===== config.mk =====
export PLATFORM = sky130hd
export DESIGN_NAME = alu_issue_stage_flat
export DESIGN_NICKNAME = d
export VERILOG_FILES = /design/src/rtl/alu_pkg.sv /design/src/rtl/alu_issue_stage_if.sv /design/src/rtl/alu_regfile.sv /design/src/rtl/alu_issue_stage.sv /design/src/flat_wrapper.sv
export SDC_FILE = /design/constraint.sdc
export NUM_CORES = 1
export LEC_CHECK = 0
export ABC_AREA = 1
export BUFFER_PORTS_ARGS = -buffer_cell sky130_fd_sc_hd__buf_2
export CAP_MARGIN = 20
export CORE_MARGIN = 2
export CORE_UTILIZATION = 25
export DETAILED_ROUTE_END_ITERATION = 7
export PLACE_DENSITY = 0.44
export SYNTH_ARGS = -nofsm -noshare
export SYNTH_HDL_FRONTEND = slang
export SYNTH_SLANG_ARGS = --single-unit
export TNS_END_PERCENT = 20

===== constraint.sdc =====
create_clock -name clk -period 1.5 [get_ports clk]
set_input_delay 0.075 -clock clk [delete_from_list [all_inputs] [get_ports clk]]
set_output_delay 0.075 -clock clk [all_outputs]
set_load 0.02 [all_outputs]

===== src/rtl/alu_pkg.sv =====
// Shared ALU op encodings and widths.
// Used by the issue stage, the ALU and benches.
package alu_pkg;

   localparam int OP_W = 2;

   typedef logic [OP_W-1:0] alu_op_t;

   localparam alu_op_t OP_ADD = 2'b00;
   localparam alu_op_t OP_SUB = 2'b01;
   localparam alu_op_t OP_AND = 2'b10;
   localparam alu_op_t OP_OR  = 2'b11;

endpackage


===== src/rtl/alu_issue_stage_if.sv =====
// Issue-stage bundle: op input, ALU drive,
// ALU return and result handshake.
interface alu_issue_stage_if #(
   parameter int WIDTH = 16,
   parameter int AW    = 3
);
   import alu_pkg::*;

   logic             in_valid;
   logic             in_ready;
   alu_op_t          in_op;
   logic [AW-1:0]    in_rd;
   logic [AW-1:0]    in_rs1;
   logic [AW-1:0]    in_rs2;
   logic             in_imm_en;
   logic [WIDTH-1:0] in_imm;

   logic [WIDTH-1:0] alu_a;
   logic [WIDTH-1:0] alu_b;
   alu_op_t          alu_sel;
   logic [WIDTH-1:0] alu_result;

   logic             res_valid;
   logic             res_ready;
   logic [WIDTH-1:0] res_data;
   logic [AW-1:0]    res_rd;

   modport slave (
      input  in_valid, in_op, in_rd,
      input  in_rs1, in_rs2,
      input  in_imm_en, in_imm,
      input  alu_result, res_ready,
      output in_ready,
      output alu_a, alu_b, alu_sel,
      output res_valid, res_data, res_rd
   );

   modport master (
      output in_valid, in_op, in_rd,
      output in_rs1, in_rs2,
      output in_imm_en, in_imm,
      output alu_result, res_ready,
      input  in_ready,
      input  alu_a, alu_b, alu_sel,
      input  res_valid, res_data, res_rd
   );

endinterface


===== src/rtl/alu_regfile.sv =====
// NREG x WIDTH register file, r0 hardwired zero.
// Two combinational reads, one synchronous write.
module alu_regfile #(
   parameter int WIDTH = 16,
   parameter int NREG  = 8,
   localparam int AW   = $clog2(NREG)
) (
   input  logic             clk,
   input  logic             rst_n,
   input  logic [AW-1:0]    ra1,
   input  logic [AW-1:0]    ra2,
   output logic [WIDTH-1:0] rdata1,
   output logic [WIDTH-1:0] rdata2,
   input  logic             we,
   input  logic [AW-1:0]    wa,
   input  logic [WIDTH-1:0] wdata
);

   logic [WIDTH-1:0] mem [NREG];

   assign rdata1 = (ra1 == '0) ? '0 : mem[ra1];
   assign rdata2 = (ra2 == '0) ? '0 : mem[ra2];

   // Storage; writes to r0 are dropped.
   always_ff @(posedge clk or negedge rst_n) begin
      if (!rst_n) begin
         for (int i = 0; i < NREG; i++)
            mem[i] <= '0;
      end else if (we && wa != '0) begin
         mem[wa] <= wdata;
      end
   end

endmodule


===== src/rtl/alu_issue_stage.sv =====
// Operand fetch / issue stage feeding the ALU.
// Macro ALU_ISSUE_FORWARD_EN: forward EX result.
module alu_issue_stage
   import alu_pkg::*;
#(
   parameter int WIDTH = 16,
   parameter int NREG  = 8
) (
   input logic clk,
   input logic rst_n,
   alu_issue_stage_if.slave bus
);

   localparam int AW = $clog2(NREG);

   logic             ex_valid;
   logic [WIDTH-1:0] ex_a;
   logic [WIDTH-1:0] ex_b;
   alu_op_t          ex_sel;
   logic [AW-1:0]    ex_rd;

   logic [WIDTH-1:0] rf1;
   logic [WIDTH-1:0] rf2;
   logic [WIDTH-1:0] opa;
   logic [WIDTH-1:0] opb;
   logic             ex_live;
   logic             hit1;
   logic             hit2;
   logic             stall;
   logic             ready;
   logic             accept;
   logic             retire;

   alu_regfile #(
      .WIDTH(WIDTH),
      .NREG (NREG)
   ) u_rf (
      .clk   (clk),
      .rst_n (rst_n),
      .ra1   (bus.in_rs1),
      .ra2   (bus.in_rs2),
      .rdata1(rf1),
      .rdata2(rf2),
      .we    (retire),
      .wa    (ex_rd),
      .wdata (bus.alu_result)
   );

   // EX holds a real destination; r0 never hazards.
   assign ex_live = ex_valid && ex_rd != '0;
   assign hit1    = ex_live && ex_rd == bus.in_rs1;
   assign hit2    = ex_live && ex_rd == bus.in_rs2
                 && !bus.in_imm_en;

`ifdef ALU_ISSUE_FORWARD_EN
   // Accept with EX busy implies retire this edge,
   // so the live ALU output is the correct value.
   assign stall = 1'b0;
   assign opa   = hit1 ? bus.alu_result : rf1;
   assign opb   = bus.in_imm_en ? bus.in_imm
                : hit2 ? bus.alu_result : rf2;
`else
   // Wait one bubble for writeback, then read.
   assign stall = hit1 || hit2;
   assign opa   = rf1;
   assign opb   = bus.in_imm_en ? bus.in_imm : rf2;
`endif

   assign ready  = (!ex_valid || bus.res_ready)
                && !stall;
   assign accept = bus.in_valid && ready;
   assign retire = ex_valid && bus.res_ready;

   // EX slot: load on accept, drain on retire.
   always_ff @(posedge clk or negedge rst_n) begin
      if (!rst_n) begin
         ex_valid <= 1'b0;
         ex_a     <= '0;
         ex_b     <= '0;
         ex_sel   <= OP_ADD;
         ex_rd    <= '0;
      end else if (accept) begin
         ex_valid <= 1'b1;
         ex_a     <= opa;
         ex_b     <= opb;
         ex_sel   <= bus.in_op;
         ex_rd    <= bus.in_rd;
      end else if (retire) begin
         ex_valid <= 1'b0;
      end
   end

   assign bus.in_ready  = ready;
   assign bus.alu_a     = ex_a;
   assign bus.alu_b     = ex_b;
   assign bus.alu_sel   = ex_sel;
   assign bus.res_valid = ex_valid;
   assign bus.res_data  = bus.alu_result;
   assign bus.res_rd    = ex_rd;

endmodule


===== src/flat_wrapper.sv =====
// flat-port wrapper written by rule: the top's interface ports become plain ports
module alu_issue_stage_flat import alu_pkg::*;
#(
   parameter int WIDTH = 16,
   parameter int NREG  = 8
)
  (clk, rst_n, bus_in_valid, bus_in_op, bus_in_rd, bus_in_rs1, bus_in_rs2, bus_in_imm_en, bus_in_imm, bus_alu_result, bus_res_ready, bus_in_ready, bus_alu_a, bus_alu_b, bus_alu_sel, bus_res_valid, bus_res_data, bus_res_rd);
  alu_issue_stage_if #(.WIDTH(WIDTH), .AW(3)) bus_i ();
  input logic clk;
  input logic rst_n;
  input wire logic [$bits(bus_i.in_valid)-1:0] bus_in_valid;
  input wire logic [$bits(bus_i.in_op)-1:0] bus_in_op;
  input wire logic [$bits(bus_i.in_rd)-1:0] bus_in_rd;
  input wire logic [$bits(bus_i.in_rs1)-1:0] bus_in_rs1;
  input wire logic [$bits(bus_i.in_rs2)-1:0] bus_in_rs2;
  input wire logic [$bits(bus_i.in_imm_en)-1:0] bus_in_imm_en;
  input wire logic [$bits(bus_i.in_imm)-1:0] bus_in_imm;
  input wire logic [$bits(bus_i.alu_result)-1:0] bus_alu_result;
  input wire logic [$bits(bus_i.res_ready)-1:0] bus_res_ready;
  output wire logic [$bits(bus_i.in_ready)-1:0] bus_in_ready;
  output wire logic [$bits(bus_i.alu_a)-1:0] bus_alu_a;
  output wire logic [$bits(bus_i.alu_b)-1:0] bus_alu_b;
  output wire logic [$bits(bus_i.alu_sel)-1:0] bus_alu_sel;
  output wire logic [$bits(bus_i.res_valid)-1:0] bus_res_valid;
  output wire logic [$bits(bus_i.res_data)-1:0] bus_res_data;
  output wire logic [$bits(bus_i.res_rd)-1:0] bus_res_rd;
  assign bus_i.in_valid = bus_in_valid;
  assign bus_i.in_op = bus_in_op;
  assign bus_i.in_rd = bus_in_rd;
  assign bus_i.in_rs1 = bus_in_rs1;
  assign bus_i.in_rs2 = bus_in_rs2;
  assign bus_i.in_imm_en = bus_in_imm_en;
  assign bus_i.in_imm = bus_in_imm;
  assign bus_i.alu_result = bus_alu_result;
  assign bus_i.res_ready = bus_res_ready;
  assign bus_in_ready = bus_i.in_ready;
  assign bus_alu_a = bus_i.alu_a;
  assign bus_alu_b = bus_i.alu_b;
  assign bus_alu_sel = bus_i.alu_sel;
  assign bus_res_valid = bus_i.res_valid;
  assign bus_res_data = bus_i.res_data;
  assign bus_res_rd = bus_i.res_rd;
  alu_issue_stage #(.WIDTH(WIDTH), .NREG(NREG)) u_core (.clk(clk), .rst_n(rst_n), .bus(bus_i));
endmodule

==> results.py <==
metrics = {
    "floorplanning": {
        "ios": 103,
        "dieArea_sq_um": 33100,
        "die_x_um": 182,
        "initial_utilization_pct": 25.2,
        "std_cell_rows": 65,
        "die_y_um": 182,
        "core_region_area_sq_um": 31400,
    },
    "layout": {
        "regArea_sq_um": 3760,
        "multi_input_area_sq_um": 3410,
        "fin_nets": 1291,
        "fin_area_sq_um": 10400,
        "post-route-util_pct": 33.2,
        "drive_above_1_share_pct": 19.2,
        "antenna_cells": 0,
        "fin_cells": 1658,
        "fillers": 3438,
        "area_growth_syn_to_layout_pct": 31.7,
    },
    "synth": {
        "synth_largest_area_cell": "dfrtp_1",
        "syn_area_sq_um": 7920,
        "synth_fp_nets": 1138,
        "synth_cell_types": 21,
        "synthSimpleGateAreaFrac_pct": 24.8,
        "syn_area_per_cell_sq_um": 7.26,
        "async_flop_share_pct": 100,
        "synth_common_cells": "nand2_1 (380), o21ai_0 (203), dfrtp_1 (150)",
        "synth_mux_area_share_pct": 0,
        "ys_seq_elements": 150,
        "synth-edff-count": 0,
        "synth_most_common_cell": "nand2_1",
        "synth_compound_area_share_pct": 17.5,
        "synth.top_cell.area_share_pct": 47.4,
        "netlist_instances": 1090,
        "yosys_warnings": 0,
        "synth_area_leaders": "dfrtp_1 (47%), nand2_1 (18%), o21ai_0 (13%)",
        "synth_top_family_by_area": "simple AND/OR/NAND/NOR gates",
        "synth_ff_type": "dfrtp_1",
        "yosys.area_share.xor_xnor_pct": 0.111,
        "yosysSeqAreaShare_pct": 47.4,
        "synth_adder_area_share_pct": 0,
    },
    "routing": {
        "route.detailed.drc": 0,
        "ant_nets": 0,
        "wl_met2_um": 13100,
        "met3_length_um": 1140,
        "routedWlPerCell_um": 16.6,
        "num_vias": 7717,
        "maxUsedRoutingLayer": "met4",
        "drtIter0Drc": 587,
        "first_pass_iters": 5,
        "met1_length_um": 12700,
        "wirelength_um": 27600,
        "drt-vias-per-instance": 4.65,
    },
    "global_route": {
        "gr-total-overflow": 0,
        "antenna_found_initial": 0,
        "track_usage_pct": 17.6,
        "grt_pass1_wl_um": 44300,
        "grt_max_degree": 63,
        "grt_pass1_vias": 7797,
    },
    "cts": {
        "insertion_delay_ns": 0.44,
        "htreeDepth": 4,
        "root_buffer": "clkbuf_16",
        "cts_buffers": 17,
        "clock_sinks": 150,
        "clkTransAtPathRegs_ns": 0.07,
        "cts_tree": "yes",
        "ctsLongestPathBuffers": 2,
    },
    "setup_path": {
        "cp.required_ns": 1.42,
        "rrSetupSlack_ns": -0.10,
        "worstSetupPathType": "flip-flop to primary output",
        "startpoint_type": "flip-flop",
        "cp_max_fo": 4,
        "r2r-end": "u_core.bus.alu_b[10]$_DFFE_PN0P_",
        "reg2reg_depth": 12,
        "cp-end-kind": "primary output",
        "cp.arrival_ns": 1.65,
        "regToRegStartpoint": "u_core.bus.res_rd[1]$_DFFE_PN0P_",
    },
    "sta": {
        "setup_slack_ns": -0.224,
        "slew_headroom_pct": 73.7,
        "fmax_mhz": 580,
        "finClkSkew_ns": 0.0103,
        "fin_setup_tns_ns": -3.42,
        "min_period_ns": 1.72,
        "drv_slew": 0,
        "period_share_pct": 115,
        "worst_pin_slew_ns": 0.394,
        "finalSetupViolations": 95,
        "hold_ws_ns": 0.0123,
        "rsz0062_at_grt": "yes",
        "final_hold_viol_count": 0,
    },
    "power_and_ir_drop": {
        "p_seq_share_pct": 41.8,
        "p_clk_share_pct": 27.6,
        "pwr-share-comb_pct": 30.7,
        "vdd_drop_max_mv": 0.753,
        "p_leak_uw": 0.00516,
        "swShare_pct": 37.4,
        "p_int_uw": 10100,
        "power.switching_uw": 6050,
        "power_per_cell_area_nw_per_um2": 1550,
    },
    "run": {
        "cap_violations": 0,
    },
    "status": {
        "violations": "negative setup slack",
        "outcome": "complete, but fails checks",
    },
    "placed_design": {
        "dpl_cell_area_sq_um": 9390,
        "port_buffers": 102,
        "place.gp.congestion": 0.780,
        "dpl.cell_count": 1584,
        "hpwl_um": 19300,
    },
    "hold_path": {
        "hold_end": "u_core.bus.alu_b[12]$_DFFE_PN0P_",
        "hold_path.class": "primary input to flip-flop",
        "holdCritStartpoint": "bus_in_imm[12]",
        "holdPathStages": 4,
    },
}
per-layer routing:
metal | track usage [%] | vias to the layer above
met2 | 29.1 | 200
met4 | 6.19 | 0
met1 | 23.3 | 3689
li1 | - | 3796
met3 | 2.79 | 32
met5 | 0 | -
through the flow:
stage,worst slack (ns),power [uW]
global placement,-0.114,11600
finish,-0.224,16100
global route,-0.329,17400
detailed placement,-0.103,11600
floorplan,-0.0351,9720
CTS,-0.261,16300
state kept, by name, indices dropped and copies added (netlist names):
| signal | flops |
|---|---|
| u_core.bus.alu_a | 16 |
| u_core.bus.alu_b | 16 |
| u_core.bus.alu_sel | 2 |
| u_core.bus.res_rd | 3 |
| u_core.bus.res_valid | 1 |
| u_core.u_rf.mem | 112 |
worst max-delay path: stages (launching register included):
cell,delay [ns]
dfrtp_2,0.45
buf_6,0.13
nand2_1,0.04
nand2_1,0.06
nand3_1,0.08
nand2_1,0.06
nand2_2,0.08
nand2_2,0.06
buf_6,0.11
inv_2,0.04
buf_6,0.10
power by group through the flow:
stage | registers [uW] | clock network [uW] | logic (uW)
finish | 6740 | 4450 | 4950
global route | 6990 | 4730 | 5720
CTS | 6730 | 4560 | 5000
detailed placement | 6800 | 0 | 4850
global placement | 6790 | 0 | 4800
floorplan | 6970 | 0 | 2750
placed cells by master (no fill, tap or decap), drive strengths merged:
cell type / count
a21oi: 40
buf: 179
bufinv: 1
clkbuf: 19
clkinv: 3
clkinvlp: 3
dfrtp: 150
dlygate4sd3: 37
inv: 111
nand2: 381
nand3: 59
nand4: 4
nor2: 37
nor3: 3
o211ai: 23
o21ai: 203
or2: 2
xnor2: 1
what timing repair did:
| item | in CTS | in global routing |
|---|---|---|
| hold buffers | 37 | 0 |
| hold endpoints to repair | 218 | 0 |
| setup endpoints to repair | 125 | 151 |
| setup buffers | 3 | 2 |
| resized for setup | 12 | 15 |
| pin swaps | 4 | 4 |
worst max path at each step:
stage | slack [ns] | endpoint | startpoint
detailed placement | -0.10 | u_core.bus.alu_a[7]$_DFFE_PN0P_ | bus_in_rs1[1]
CTS | -0.26 | bus_in_ready | u_core.bus.res_rd[2]$_DFFE_PN0P_
finish | -0.22 | bus_in_ready | u_core.bus.res_rd[1]$_DFFE_PN0P_
floorplan | -0.04 | u_core.u_rf.mem[47]$_DFFE_PN0P_ | u_core.bus.res_rd[2]$_DFFE_PN0P_
global placement | -0.11 | u_core.bus.alu_a[11]$_DFFE_PN0P_ | bus_in_rs1[1]
global route | -0.33 | bus_in_ready | u_core.bus.res_rd[2]$_DFFE_PN0P_
cell type report:
type                    instances  share of cell area, %
clock buffers                  19                   4.34
well taps                     402                   4.82
inverters                     105                   3.85
multi-input cells             753                   32.7
repair buffers                216                   17.0
flip-flops and latches        150                   36.0
clock inverters                13                   1.31
cells by family after synthesis:
group           Yosys count
buf+inv                 187
xor+xnor                  1
simple gates            486
flops                   150
compound gates          266
No activity file was read; power rests on OpenSTA's default activity.
